`config.mk`:
```
export PLATFORM = sky130hd
export DESIGN_NAME = dac_spi_tx
export DESIGN_NICKNAME = d
export VERILOG_FILES = /design/src/rtl/dds_pkg.sv /design/src/rtl/dac_spi_tx_clk_en.sv /design/src/rtl/dac_spi_tx.sv
export SDC_FILE = /design/constraint.sdc
export NUM_CORES = 1
export LEC_CHECK = 0
export CAP_MARGIN = 5
export CORE_AREA = 4 4 71 73
export DETAILED_ROUTE_END_ITERATION = 7
export DIE_AREA = 0 0 75 77
export MAX_ROUTING_LAYER = met4
export PLACE_DENSITY = 0.65
export SLEW_MARGIN = 25
export SYNTH_ARGS = -nofsm -noshare
export SYNTH_HDL_FRONTEND = slang
export SYNTH_SLANG_ARGS = --single-unit
```
`constraint.sdc`:
```
create_clock -name clk -period 3.31 [get_ports clk]
set_input_delay 0.331 -clock clk [delete_from_list [all_inputs] [get_ports clk]]
set_output_delay 0.331 -clock clk [all_outputs]
set_load 0.005 [all_outputs]
```
`src/rtl/dds_pkg.sv`:
```
// Shared DDS definitions: SPI DAC frame geometry, default DAC header and
// the serialiser FSM state encoding.
package dds_pkg;

   localparam int FRAME_BITS = 16;
   localparam int HALF_PERIODS = 2 * FRAME_BITS;
   localparam logic [3:0] DAC_HDR_DEFAULT = 4'b0011;

   typedef enum logic [1:0] {
      ST_IDLE  = 2'd0,
      ST_SHIFT = 2'd1,
      ST_HOLD  = 2'd2
   } dac_state_t;

endpackage

```
`src/rtl/dac_spi_tx_clk_en.sv`:
```
// spi_clk_en: divides clk by DIV and produces a one-cycle tick at the end of
// every sclk half-period. Held cleared while clr is high so each frame starts
// with a fresh, full-length first half-period.
module spi_clk_en #(
   parameter int DIV = 4
) (
   input  logic clk,
   input  logic rst_n,
   input  logic clr,
   output logic tick
);

   localparam int CW = (DIV > 1) ? $clog2(DIV) : 1;
   localparam logic [CW-1:0] LAST = CW'(DIV - 1);

   logic [CW-1:0] cnt;

   // Free-running modulo-DIV counter, restarted whenever clr is asserted.
   always_ff @(posedge clk or negedge rst_n) begin
      if (!rst_n) begin
         cnt <= '0;
      end else if (clr || cnt == LAST) begin
         cnt <= '0;
      end else begin
         cnt <= cnt + CW'(1);
      end
   end

   assign tick = !clr && (cnt == LAST);

endmodule

```
`src/rtl/dac_spi_tx.sv`:
```
// dac_spi_tx: serialises each accepted M-bit sample as a 16-bit frame
// {HEADER, sample} to an MCP4921-style DAC, SPI mode 0, MSB first.
// Optional macro DAC_SPI_LDAC_EN adds an ldac_n strobe after each frame.
//
// Handshake: a sample is taken on a rising clk edge where sample_valid and
// sample_ready are both high; sample_ready is high only while the FSM is IDLE,
// so the source may hold sample_valid high and present samples at any rate.
import dds_pkg::*;

module dac_spi_tx #(
   parameter int M = 12,
   parameter int HDR_W = 4,
   parameter logic [HDR_W-1:0] HEADER = DAC_HDR_DEFAULT,
   parameter int CLK_DIV = 4
) (
   input  logic         clk,
   input  logic         rst_n,
   input  logic [M-1:0] sample,
   input  logic         sample_valid,
   output logic         sample_ready,
   output logic         sclk,
   output logic         mosi,
   output logic         cs_n,
   output logic         busy
`ifdef DAC_SPI_LDAC_EN
   ,
   output logic         ldac_n
`endif
);

   generate
      if (CLK_DIV < 1) begin : g_bad_div
         $error("dac_spi_tx: CLK_DIV must be at least 1");
      end
      if (M + HDR_W != FRAME_BITS) begin : g_bad_width
         $error("dac_spi_tx: M + HDR_W must equal FRAME_BITS");
      end
   endgenerate

   localparam logic [4:0] LAST_HALF = 5'(HALF_PERIODS - 1);

   dac_state_t state;
   logic [4:0] half_cnt;
   // Bits still to be sent after the one currently on mosi.
   logic [FRAME_BITS-2:0] shreg;
   logic [FRAME_BITS-1:0] load_frame;
   logic tick;
   logic clk_clr;
`ifdef DAC_SPI_LDAC_EN
   logic ldac_phase;
`endif

   assign load_frame = {HEADER, sample};
   assign clk_clr = (state == ST_IDLE);

   spi_clk_en #(
      .DIV(CLK_DIV)
   ) u_clk_en (
      .clk  (clk),
      .rst_n(rst_n),
      .clr  (clk_clr),
      .tick (tick)
   );

   // Frame FSM: all SPI pins and handshake outputs are registered here.
   always_ff @(posedge clk or negedge rst_n) begin
      if (!rst_n) begin
         state        <= ST_IDLE;
         sample_ready <= 1'b1;
         busy         <= 1'b0;
         cs_n         <= 1'b1;
         sclk         <= 1'b0;
         mosi         <= 1'b0;
         shreg        <= '0;
         half_cnt     <= '0;
`ifdef DAC_SPI_LDAC_EN
         ldac_n       <= 1'b1;
         ldac_phase   <= 1'b0;
`endif
      end else begin
         unique case (state)
            ST_IDLE: begin
               if (sample_valid && sample_ready) begin
                  state        <= ST_SHIFT;
                  sample_ready <= 1'b0;
                  busy         <= 1'b1;
                  cs_n         <= 1'b0;
                  sclk         <= 1'b0;
                  mosi         <= load_frame[FRAME_BITS-1];
                  shreg        <= load_frame[FRAME_BITS-2:0];
                  half_cnt     <= '0;
               end
            end
            ST_SHIFT: begin
               if (tick) begin
                  if (half_cnt == LAST_HALF) begin
                     // Final falling edge: close the frame, no further shift.
                     state <= ST_HOLD;
                     sclk  <= 1'b0;
                     cs_n  <= 1'b1;
                     mosi  <= 1'b0;
                  end else begin
                     half_cnt <= half_cnt + 5'd1;
                     sclk     <= ~sclk;
                     if (sclk) begin
                        mosi  <= shreg[FRAME_BITS-2];
                        shreg <= {shreg[FRAME_BITS-3:0], 1'b0};
                     end
                  end
               end
            end
            ST_HOLD: begin
               if (tick) begin
`ifdef DAC_SPI_LDAC_EN
                  if (!ldac_phase) begin
                     ldac_phase <= 1'b1;
                     ldac_n     <= 1'b0;
                  end else begin
                     ldac_phase   <= 1'b0;
                     ldac_n       <= 1'b1;
                     state        <= ST_IDLE;
                     sample_ready <= 1'b1;
                     busy         <= 1'b0;
                  end
`else
                  state        <= ST_IDLE;
                  sample_ready <= 1'b1;
                  busy         <= 1'b0;
`endif
               end
            end
            default: begin
               state        <= ST_IDLE;
               sample_ready <= 1'b1;
               busy         <= 1'b0;
               cs_n         <= 1'b1;
               sclk         <= 1'b0;
               mosi         <= 1'b0;
            end
         endcase
      end
   end

endmodule

```
## After elaboration in Yosys (flattened, before gate mapping)

Cells that the tools add are included.

| cells by class | value |
|---|---|
| bitwise logic cells | 3 |
| multiplexer cells | 31 |
| add/sub/neg operators | 2 |
| reduce and logical (&&, ||, !) cells | 13 |
| eq/ne operators | 11 |

Operator list:

| kind | count |
|---|---|
| 15-bit two-way mux | 4 |
| 15-bit one-hot mux with 2 select lines | 1 |
| 4-bit AND reduction | 4 |
| 5-bit two-way mux | 3 |
| 1-bit one-hot mux with 3 select lines | 5 |
| 2-bit inequality test (second input constant) | 6 |
| 1-bit two-way mux | 11 |
| 2-bit two-way mux | 5 |
| 5-bit one-hot mux with 2 select lines | 1 |
| 2-bit one-hot mux with 3 select lines | 1 |
| 3-bit AND reduction | 2 |
| 5-bit by 1-bit adder with 5-bit output (second input constant) | 1 |
| 5-bit equality test (second input constant) | 1 |
| 5-bit AND reduction | 1 |
| 2-bit equality test (second input constant) | 2 |
| 3-bit inequality test (second input constant) | 1 |
| 1-bit NOT | 3 |
| 2-bit by 1-bit adder with 2-bit output (second input constant) | 1 |
| 2-bit by 1-bit equality test with 1-bit output (second input constant) | 1 |
| 1-bit logical AND | 2 |
| 2-bit logical NOT | 1 |
| 2-bit nonzero test | 1 |
| 1-bit logical NOT | 1 |
| 1-bit logical OR | 1 |

| storage, ports and cells | value |
|---|---|
| register bits | 29 |
| input port bits | 15 |
| output and inout bits | 5 |
| logic and storage cells | 69 |

## Logic depth before layout (Yosys ltp)

Gate-level depths: netlist of the first run.

| logic depth | value |
|---|---|
| depth after elaboration | 5 |
| gate-level depth with buffers | 8 |
| mapped depth without buffers | 6 |

## By module

Synthesis of the first run repeated with hierarchy kept, for this count alone.

| second synthesis, totals | value |
|---|---|
| cell total of the unflattened synthesis | 141 |
| area total of the unflattened synthesis | 1,591.5 sq um |

By module, submodules not included:

| module | instances | sequential area each (sq um) | cells an instance | area each (sq um) |
|---|---|---|---|---|
| dac_spi_tx | 1 | 678.2 | 135 | 1,497.7 |
| spi_clk_en | 1 | 50.0 | 6 | 93.8 |

## Worst setup path after synthesis of the first run

No wires, ideal clock.

| timing path | value |
|---|---|
| kind | register to register |
| start | register half_cnt[0] |
| end | register shreg[10] |
| arrival | 2.018 ns |
| period minus slack after synthesis | 2.143 ns |
| slack | 1.167 ns |
| data required time | 3.185 ns |
| setup time | 0.125 ns |
| stages on the path, launching flop included | 9 |
| path buffers | 2 |
| cells stage by stage | dfrtp_1 > ha_1 > and3_1 > ha_1 > and4bb_4 > a21o_1 > buf_6 > buf_12 > mux2_4 |

| between the ends | value |
|---|---|
| word-level cells in the longest chain between the ends | 3 |

Ends and longest elaborated chain:

| what | RTL line | text |
|---|---|---|
| from (decl) | dac_spi_tx.sv:43 | `logic [4:0] half_cnt;` |
| from (signal assigned) | dac_spi_tx.sv:103 | `half_cnt <= half_cnt + 5'd1;` |
| 5-bit equality test | dac_spi_tx.sv:96 | `if (half_cnt == LAST_HALF) begin` |
| 2-bit inequality test (no line) | n/a |  |
| 5-bit AND reduction (no line) | n/a |  |
| to (signal assigned) | dac_spi_tx.sv:90 | `shreg <= load_frame[FRAME_BITS-2:0];` |
| to (signal assigned) | dac_spi_tx.sv:107 | `shreg <= {shreg[FRAME_BITS-3:0], 1'b0};` |
| to (decl) | dac_spi_tx.sv:45 | `logic [FRAME_BITS-2:0] shreg;` |

Every way passes these cells.
A chain may end at the register's enable or synchronous reset.

## Worst setup path in the final report of the first run

| timing path | value |
|---|---|
| start | register half_cnt[0] |
| end | register shreg[2] |

Same word-level chain as after synthesis.

==> metrics.log, run 1 <==
INFO  metric grt_overflow_total = 0
INFO  metric place_congestion = 0.797
INFO  metric cell_row_count = 24
INFO  metric worst-path-max-fanout = 15
INFO  metric total_leakage_power = about 0.80 nW
INFO  metric crit_chain = ha_1 > and3_1 > ha_1 > and4bb_4 > a21o_1 > mux2_2
INFO  metric max_slew_margin = 0.535
INFO  metric final_antenna_net_count = 0
INFO  metric final_util = 0.413
INFO  metric critPathTopFamily = compound AO/OA/AOI/OAI gates
INFO  metric hold-worst-slack = 0.426 ns
INFO  metric grt_start_max_net_pins = 30
INFO  metric wire_length_of_the_first_global_routing_pass = 4.81 mm
INFO  metric remaining_drc_errors = 0
INFO  metric via_count_of_the_first_global_routing_pass = 1,039
INFO  metric outcome = completed
INFO  metric cts_setup_buffers = 0
INFO  metric count_of_synthesis_stage_warnings_from_yosys = 0
INFO  metric wire_per_inst = 13.6 um
INFO  metric irDropWorstVdd = 0.000187 V
INFO  metric finalHoldViolCount = 0
INFO  metric final.fill_count = 403
INFO  metric seqCellArea = 728 um^2
INFO  metric synth_seq_cells = 29
INFO  metric critical_path_class = reg -> reg
INFO  metric cts-buffers-inserted = 5
INFO  metric slowest_delay = 0.59 ns
INFO  metric final_max_slew_viol_count = 0
INFO  metric post_synth_top_area_cell = sky130_fd_sc_hd__dfrtp_1
INFO  metric seq_area_frac_synth = 0.488
INFO  metric via_per_inst = between 5 and 6
INFO  metric endpoint_arrival_time_on_the_critical_path = 2.78 ns
INFO  metric post-synth-top-area-fraction = 0.453
INFO  metric dieArea = ~0.0058 mm^2
INFO  metric die_w = roughly 75 um
INFO  metric crit_buf_inv = 0
INFO  metric post_cts_hold_buffer_count = 0
INFO  metric final_cycle_utilization_of_the_critical_path = 0.789
INFO  metric drtPass1Iterations = 4
INFO  metric tightest_slew = about 0.7 ns
INFO  metric post_synth.cell_area_avg = between 10 and 15 um^2
INFO  metric start_util = 0.343
INFO  metric overall_fraction_of_global_route_tracks_in_use = 0.111
INFO  metric area_delta_synth_final = 20.4%
INFO  metric finalSetupTns = 0 ns
INFO  metric ys_types = 37
INFO  metric timing.final.ws_setup = 0.698 ns
INFO  metric core = 0.00435 mm^2
INFO  metric multiInputGateArea = just under 700 um^2
INFO  metric clk_latency = 0.28 ns
INFO  metric grt_antenna_before_repair = 0
INFO  metric path_depth = 6
INFO  metric crit_path_start_kind = flip-flop
INFO  metric critical_path_required = 3.48 ns
INFO  metric design.portCount = 20
INFO  metric detail_route.wirelength = approximately 2.7 mm
INFO  metric die_y = roughly 77 um
INFO  metric synth_area = 0.00149 mm^2
INFO  metric drv_cap = 0
INFO  metric clock_sink_count = 29
INFO  metric tritoncts = done
INFO  metric timing.critical_path.mode_cell = sky130_fd_sc_hd__ha_1
INFO  metric fin_nets = 162
INFO  metric reg2reg_depth = 6
INFO  metric worst_path_max_delay_cell = sky130_fd_sc_hd__a21o_1
INFO  metric port_buffers = 19
INFO  metric h-tree-depth = 2
INFO  metric preCtsSetupSlack = 0.695 ns
INFO  metric achievable-frequency = 383 MHz
INFO  metric layout-drive-gt1-share = 0.248
INFO  metric dpl.hpwl = 1.86 mm
INFO  metric setup_viol_count_final = 0
INFO  metric syn_inst = 123
INFO  metric clockBufferDepth = 2
INFO  metric power.density = between 300 and 400 mW/mm^2
INFO  metric post_layout_min_period = 2.61 ns
INFO  metric syn_nets = roughly 140
INFO  metric setup.worst_path.end_class = flip-flop
INFO  metric diodes = 0
INFO  metric cts.root.buffer_cell = sky130_fd_sc_hd__clkbuf_8
INFO  metric hold_path_class = in -> async
INFO  metric cts.reportedPaths.clkPinSlew = roughly 0.070 ns
INFO  metric finalClockSkew = 0.00770 ns
INFO  metric rsz0062_at_grt = false
INFO  metric postCtsResizedCells = 0
INFO  metric vias = 986
INFO  metric drt_iter0_markers = 59
INFO  metric synth_top_area_cells = sky130_fd_sc_hd__dfrtp_1 (45%), sky130_fd_sc_hd__mux2_2 (13%), sky130_fd_sc_hd__mux2_4 (6.0%), sky130_fd_sc_hd__dfstp_2 (3.5%), sky130_fd_sc_hd__mux2i_1 (2.7%)
==> stage by stage <==
stage                     std cells  cell area [um^2]  power, mW
final                           197              1800      0.669
after global routing            197              1800      0.700
after CTS                       197              1800      0.678
after detailed placement        189              1710      0.393
after global placement          189              1710      0.392
after floorplan                 123              1490      0.367
==> layer usage <==
layer	part of all wire	vias up	wire length (um)	GRT usage
met1	0.46	477	1220	0.139
met2	0.48	20	1280	0.165
li1	-	485	-	-
met4	0.011	0	29	0.0320
met5	0	-	0	-
met3	0.052	4	139	0.0431
==> synthesized netlist by cell type <==
library cell	instances
sky130_fd_sc_hd__a21o_1	1
sky130_fd_sc_hd__buf_6	1
sky130_fd_sc_hd__mux2_2	17
sky130_fd_sc_hd__dfrtp_1	27
sky130_fd_sc_hd__clkbuf_1	3
sky130_fd_sc_hd__buf_2	2
sky130_fd_sc_hd__nand3b_1	2
sky130_fd_sc_hd__ha_1	3
sky130_fd_sc_hd__nor3_1	2
sky130_fd_sc_hd__a22o_1	3
sky130_fd_sc_hd__a311oi_1	1
sky130_fd_sc_hd__buf_12	1
sky130_fd_sc_hd__o2bb2ai_1	1
sky130_fd_sc_hd__and4bb_4	1
sky130_fd_sc_hd__o2111ai_1	1
sky130_fd_sc_hd__a32oi_1	1
sky130_fd_sc_hd__nand2_1	1
sky130_fd_sc_hd__o22ai_1	1
sky130_fd_sc_hd__nor2b_1	2
sky130_fd_sc_hd__nand3_1	4
sky130_fd_sc_hd__o21a_1	2
sky130_fd_sc_hd__and3_1	1
sky130_fd_sc_hd__or3_1	1
sky130_fd_sc_hd__a21oi_1	3
sky130_fd_sc_hd__nor3b_1	2
sky130_fd_sc_hd__and4bb_1	1
sky130_fd_sc_hd__inv_1	7
sky130_fd_sc_hd__o22a_1	1
sky130_fd_sc_hd__nand4bb_1	1
sky130_fd_sc_hd__dfstp_2	2
sky130_fd_sc_hd__o21ai_0	6
sky130_fd_sc_hd__and2b_1	1
sky130_fd_sc_hd__nor2_1	7
sky130_fd_sc_hd__nand2b_1	2
sky130_fd_sc_hd__mux2_4	6
sky130_fd_sc_hd__mux2i_1	4
sky130_fd_sc_hd__o31ai_1	1
==> layout by cell type (no fill, tap or decap), drive strengths merged, types with 2 or more instances in the layout <==
cell | synthesis | routed
dfstp | 2 | 2
o21ai | 6 | 6
inv | 7 | 7
and4bb | 2 | 2
nand3b | 2 | 2
clkinv | 0 | 2
clkdlybuf4s50 | 0 | 19
mux2 | 23 | 23
dfrtp | 27 | 27
clkbuf | 3 | 5
buf | 4 | 2
a21oi | 3 | 3
mux2i | 4 | 4
nor3 | 2 | 2
nand2b | 2 | 2
ha | 3 | 3
a22o | 3 | 3
nor2 | 7 | 7
nand3 | 4 | 4
nor2b | 2 | 2
nor3b | 2 | 2
o21a | 2 | 2
==> layout make-up <==
class	instances	share of cell area
clock inverter	3	0.00975
tap	52	0.0362
timing repair buffer	21	0.114
sequential	29	0.405
multi-input combinational	80	0.382
inverter	7	0.0146
clock buffer	5	0.0383
==> kinds of logic (layout without fill, tap and decap cells) <==
family	Yosys count	in the layout	synth area share
flops	29	29	0.488
simple gates	28	28	0.117
mux	27	27	0.215
compound gates	22	22	0.101
buf+inv	14	36	0.0528
fa+ha+maj	3	3	0.0251
==> report_power, final <==
group	switching [mW]	leakage, nW	internal [mW]
logic	0.0107	0.395	0.0200
clock network	0.139	0.0439	0.145
registers	0	0.362	0.355
total	0.150	0.800	0.519
==> path summary, 6_finish.rpt <==
| check | from | endpoint | slack [ns] |
|---|---|---|---|
| worst max-delay path | half_cnt[0]$_DFFE_PN0P_ | shreg[2]$_DFFE_PN0P_ | 0.70 |
| worst min-delay path | rst_n | u_clk_en.cnt[0]$_DFF_PN0_ | 0.43 |
| worst max register to register | half_cnt[0]$_DFFE_PN0P_ | shreg[2]$_DFFE_PN0P_ | 0.70 |
| worst min register to register | u_clk_en.cnt[0]$_DFF_PN0_ | u_clk_en.cnt[0]$_DFF_PN0_ | 0.44 |
| max in group asynchronous | rst_n | cs_n$_DFFE_PN1P_ | 2.58 |
| min in group clk | u_clk_en.cnt[0]$_DFF_PN0_ | u_clk_en.cnt[0]$_DFF_PN0_ | 0.44 |
==> state kept, by name (all words and copies together) (netlist names) <==
register,cells
shreg,15
half_cnt,5
state,2
u_clk_en.cnt,2
busy,1
cs_n,1
mosi,1
sample_ready,1
sclk,1
Note: power is estimated with default switching activity, not from simulation.
==> run 2: changes to the inputs <==
--- a/config.mk
+++ b/config.mk
@@ -10,7 +10,7 @@
 export DETAILED_ROUTE_END_ITERATION = 7
 export DIE_AREA = 0 0 75 77
 export MAX_ROUTING_LAYER = met4
-export PLACE_DENSITY = 0.65
+export PLACE_DENSITY = 0.67
 export SLEW_MARGIN = 25
 export SYNTH_ARGS = -nofsm -noshare
 export SYNTH_HDL_FRONTEND = slang
==> constraint.sdc (replaced) <==
create_clock -name clk -period 2.35 [get_ports clk]
set_input_delay 0.235 -clock clk [delete_from_list [all_inputs] [get_ports clk]]
set_output_delay 0.235 -clock clk [all_outputs]
set_load 0.005 [all_outputs]
==> run 2 against run 1 <==
Via count up 4.4%. Utilization increased by 1.4 points. Fmax grew 21%. Highest routed layer unchanged. Cell area increased by 3.3%.
==> metrics.log, run 2 (same netlist as run 1, synthesis figures left out) <==
INFO  metric outcome = completed (unchanged)
INFO  metric wire_per_inst = 14.5 um (was 13.6 um)
INFO  metric finalSetupTns = 0 ns (unchanged)
INFO  metric design.portCount = 20 (unchanged)
INFO  metric area_delta_synth_final = 24.4% (was 20.4%)
INFO  metric final_common_cell = sky130_fd_sc_hd__dfrtp_1 (unchanged)
INFO  metric clockBufferDepth = 2 (unchanged)
INFO  metric achievable-frequency = 462 MHz (was 383 MHz)
INFO  metric fin_nets = 166 (was 162)
INFO  metric cts.root.buffer_cell = sky130_fd_sc_hd__clkbuf_8 (unchanged)
INFO  metric finalClockSkew = 0.00609 ns (was 0.00770 ns)
INFO  metric layout.cells.most_common_list = sky130_fd_sc_hd__dfrtp_1 (27), sky130_fd_sc_hd__clkdlybuf4s50_1 (19), sky130_fd_sc_hd__mux2_2 (17) (unchanged)
INFO  metric place_congestion = 0.723 (was 0.797)
INFO  metric drv_cap = 0 (unchanged)
INFO  metric drtPass1Iterations = 4 (unchanged)
INFO  metric h-tree-depth = 2 (unchanged)
INFO  metric timing.final.ws_setup = 0.184 ns (was 0.698 ns)
INFO  metric registers.top_by_ff_count = shreg (unchanged)
INFO  metric diodes = 0 (unchanged)
INFO  metric worst-path-max-fanout = 9 (was 15)
INFO  metric grt_antenna_before_repair = 0 (unchanged)
INFO  metric total_leakage_power = 0.837 nW (was 0.800 nW)
INFO  metric critical_path.reg2reg.endpoint = shreg[7]$_DFFE_PN0P_ (was shreg[2]$_DFFE_PN0P_)
INFO  metric cell_row_count = 24 (unchanged)
INFO  metric critical_path_class = reg -> reg (unchanged)
INFO  metric irDropWorstVdd = 0.000302 V (was 0.000187 V)
INFO  metric overall_fraction_of_global_route_tracks_in_use = 0.121 (was 0.111)
INFO  metric setup.worst_path.end_class = flip-flop (unchanged)
INFO  metric crit_path_start_kind = flip-flop (unchanged)
INFO  metric start_util = 0.343 (unchanged)
INFO  metric wire_length_of_the_first_global_routing_pass = 5.15 mm (was 4.81 mm)
INFO  metric remaining_drc_errors = 0 (unchanged)
INFO  metric final_antenna_net_count = 0 (unchanged)
INFO  metric vias = 1,029 (was 986)
INFO  metric report.power.total = 1.09 mW (was 0.669 mW)
INFO  metric placed_area = 0.00174 mm^2 (was 0.00171 mm^2)
INFO  metric clock_sink_count = 29 (unchanged)
INFO  metric layout.cell_area.non_filler = 0.00186 mm^2 (was 0.00180 mm^2)
INFO  metric reg.largest.list = shreg: 15 flops, half_cnt: 5 flops (unchanged)
INFO  metric cts.reportedPaths.clkPinSlew = 0.07 ns (about the same)
INFO  metric rsz0062_at_grt = false (unchanged)
INFO  metric grt_overflow_total = 0 (unchanged)
INFO  metric largest_register_ff_count = 15 (unchanged)
INFO  metric dpl.hpwl = 2.08 mm (was 1.86 mm)
INFO  metric cts_setup_buffers = 0 (unchanged)
INFO  metric detail_route.wirelength = 2.92 mm (was 2.67 mm)
INFO  metric worst_reg2reg_setup_slack = 0.18 ns (was 0.70 ns)
INFO  metric tightest_slew = 0.436 ns (was 0.698 ns)
INFO  metric post_layout_min_period = 2.17 ns (was 2.61 ns)
INFO  metric via_count_of_the_first_global_routing_pass = 1,064 (was 1,039)
INFO  metric power.density = 584 mW/mm^2 (was 372 mW/mm^2)
INFO  metric clk_latency = 0.28 ns (about the same)
INFO  metric via_per_inst = 5.12 (was 5.01)
INFO  metric cts-buffers-inserted = 5 (unchanged)
INFO  metric hold_path_class = in -> async (unchanged)
INFO  metric post_cts_hold_buffer_count = 0 (unchanged)
INFO  metric max_slew_margin = 0.709 (was 0.535)
INFO  metric preCtsSetupSlack = 0.204 ns (was 0.695 ns)
INFO  metric layout-drive-gt1-share = 0.262 (was 0.248)
INFO  metric final_max_slew_viol_count = 0 (unchanged)
INFO  metric critical_path_required = 2.52 ns (was 3.48 ns)
INFO  metric die_y = 77 um (unchanged)
INFO  metric postCtsResizedCells = 0 (unchanged)
INFO  metric regToRegStartpoint = half_cnt[0]$_DFFE_PN0P_ (unchanged)
INFO  metric core = 0.00435 mm^2 (unchanged)
INFO  metric dieArea = 0.00578 mm^2 (unchanged)
INFO  metric setup_viol_count_final = 0 (unchanged)
INFO  metric drt_iter0_markers = 53 (was 59)
INFO  metric finalHoldViolCount = 0 (unchanged)
INFO  metric die_w = 75 um (unchanged)
INFO  metric port_buffers = 19 (unchanged)
INFO  metric final_cycle_utilization_of_the_critical_path = 0.922 (was 0.789)
INFO  metric endpoint_arrival_time_on_the_critical_path = 2.33 ns (was 2.78 ns)
INFO  metric reg2reg_depth = 7 (was 6)
INFO  metric grt_start_max_net_pins = 30 (unchanged)
INFO  metric tritoncts = done (unchanged)
## run 2: power by group
part / total (mW) / switching [mW] / internal, mW
sequential: 0.499 / 0 / 0.499
clock: 0.542 / 0.197 / 0.345
combinational: 0.0438 / 0.0155 / 0.0282
## run 2: worst max-delay path by stage
stage | from | endpoint
2_1_floorplan | half_cnt[0]$_DFFE_PN0P_ | shreg[10]$_DFFE_PN0P_
3_3_place_gp | half_cnt[0]$_DFFE_PN0P_ | shreg[9]$_DFFE_PN0P_
3_5_place_dp | half_cnt[0]$_DFFE_PN0P_ | shreg[7]$_DFFE_PN0P_
4_1_cts | half_cnt[0]$_DFFE_PN0P_ | shreg[7]$_DFFE_PN0P_
5_1_grt | half_cnt[0]$_DFFE_PN0P_ | shreg[7]$_DFFE_PN0P_
6_report | half_cnt[0]$_DFFE_PN0P_ | shreg[7]$_DFFE_PN0P_
## run 2: worst max-delay path: stages, from the launching register on
cell and delay [ns]:
sky130_fd_sc_hd__dfrtp_1 0.42, sky130_fd_sc_hd__ha_1 0.24, sky130_fd_sc_hd__and3_1 0.16, sky130_fd_sc_hd__ha_1 0.18
sky130_fd_sc_hd__and4bb_4 0.37, sky130_fd_sc_hd__a21o_1 0.14, sky130_fd_sc_hd__buf_4 0.21, sky130_fd_sc_hd__mux2_4 0.32
## run 2: per-stage QoR
stage          instances  utilization  hold WS [ns]
2_1_floorplan        123            -       -0.0606
3_3_place_gp         193        0.400         0.430
3_5_place_dp         193        0.400         0.458
4_1_cts              201        0.426         0.342
5_1_grt              201        0.426         0.362
6_report             201        0.426         0.323
## run 2: cell type report
cell class	instances	area, um^2
inverter	7	26.3
sequential	29	728
timing repair buffer	25	235
multi-input combinational	80	686
tap	52	65.1
clock inverter	1	30.0
clock buffer	7	86.3
fill	412	2500
## run 2: per-layer routing
metal  part of all wire  track usage  vias to the layer above
met1               0.45        0.151                      508
met2               0.49        0.181                       21
met3              0.052       0.0431                        6
met5                  0            -                        -
li1                   -            -                      494
met4              0.014       0.0374                        0
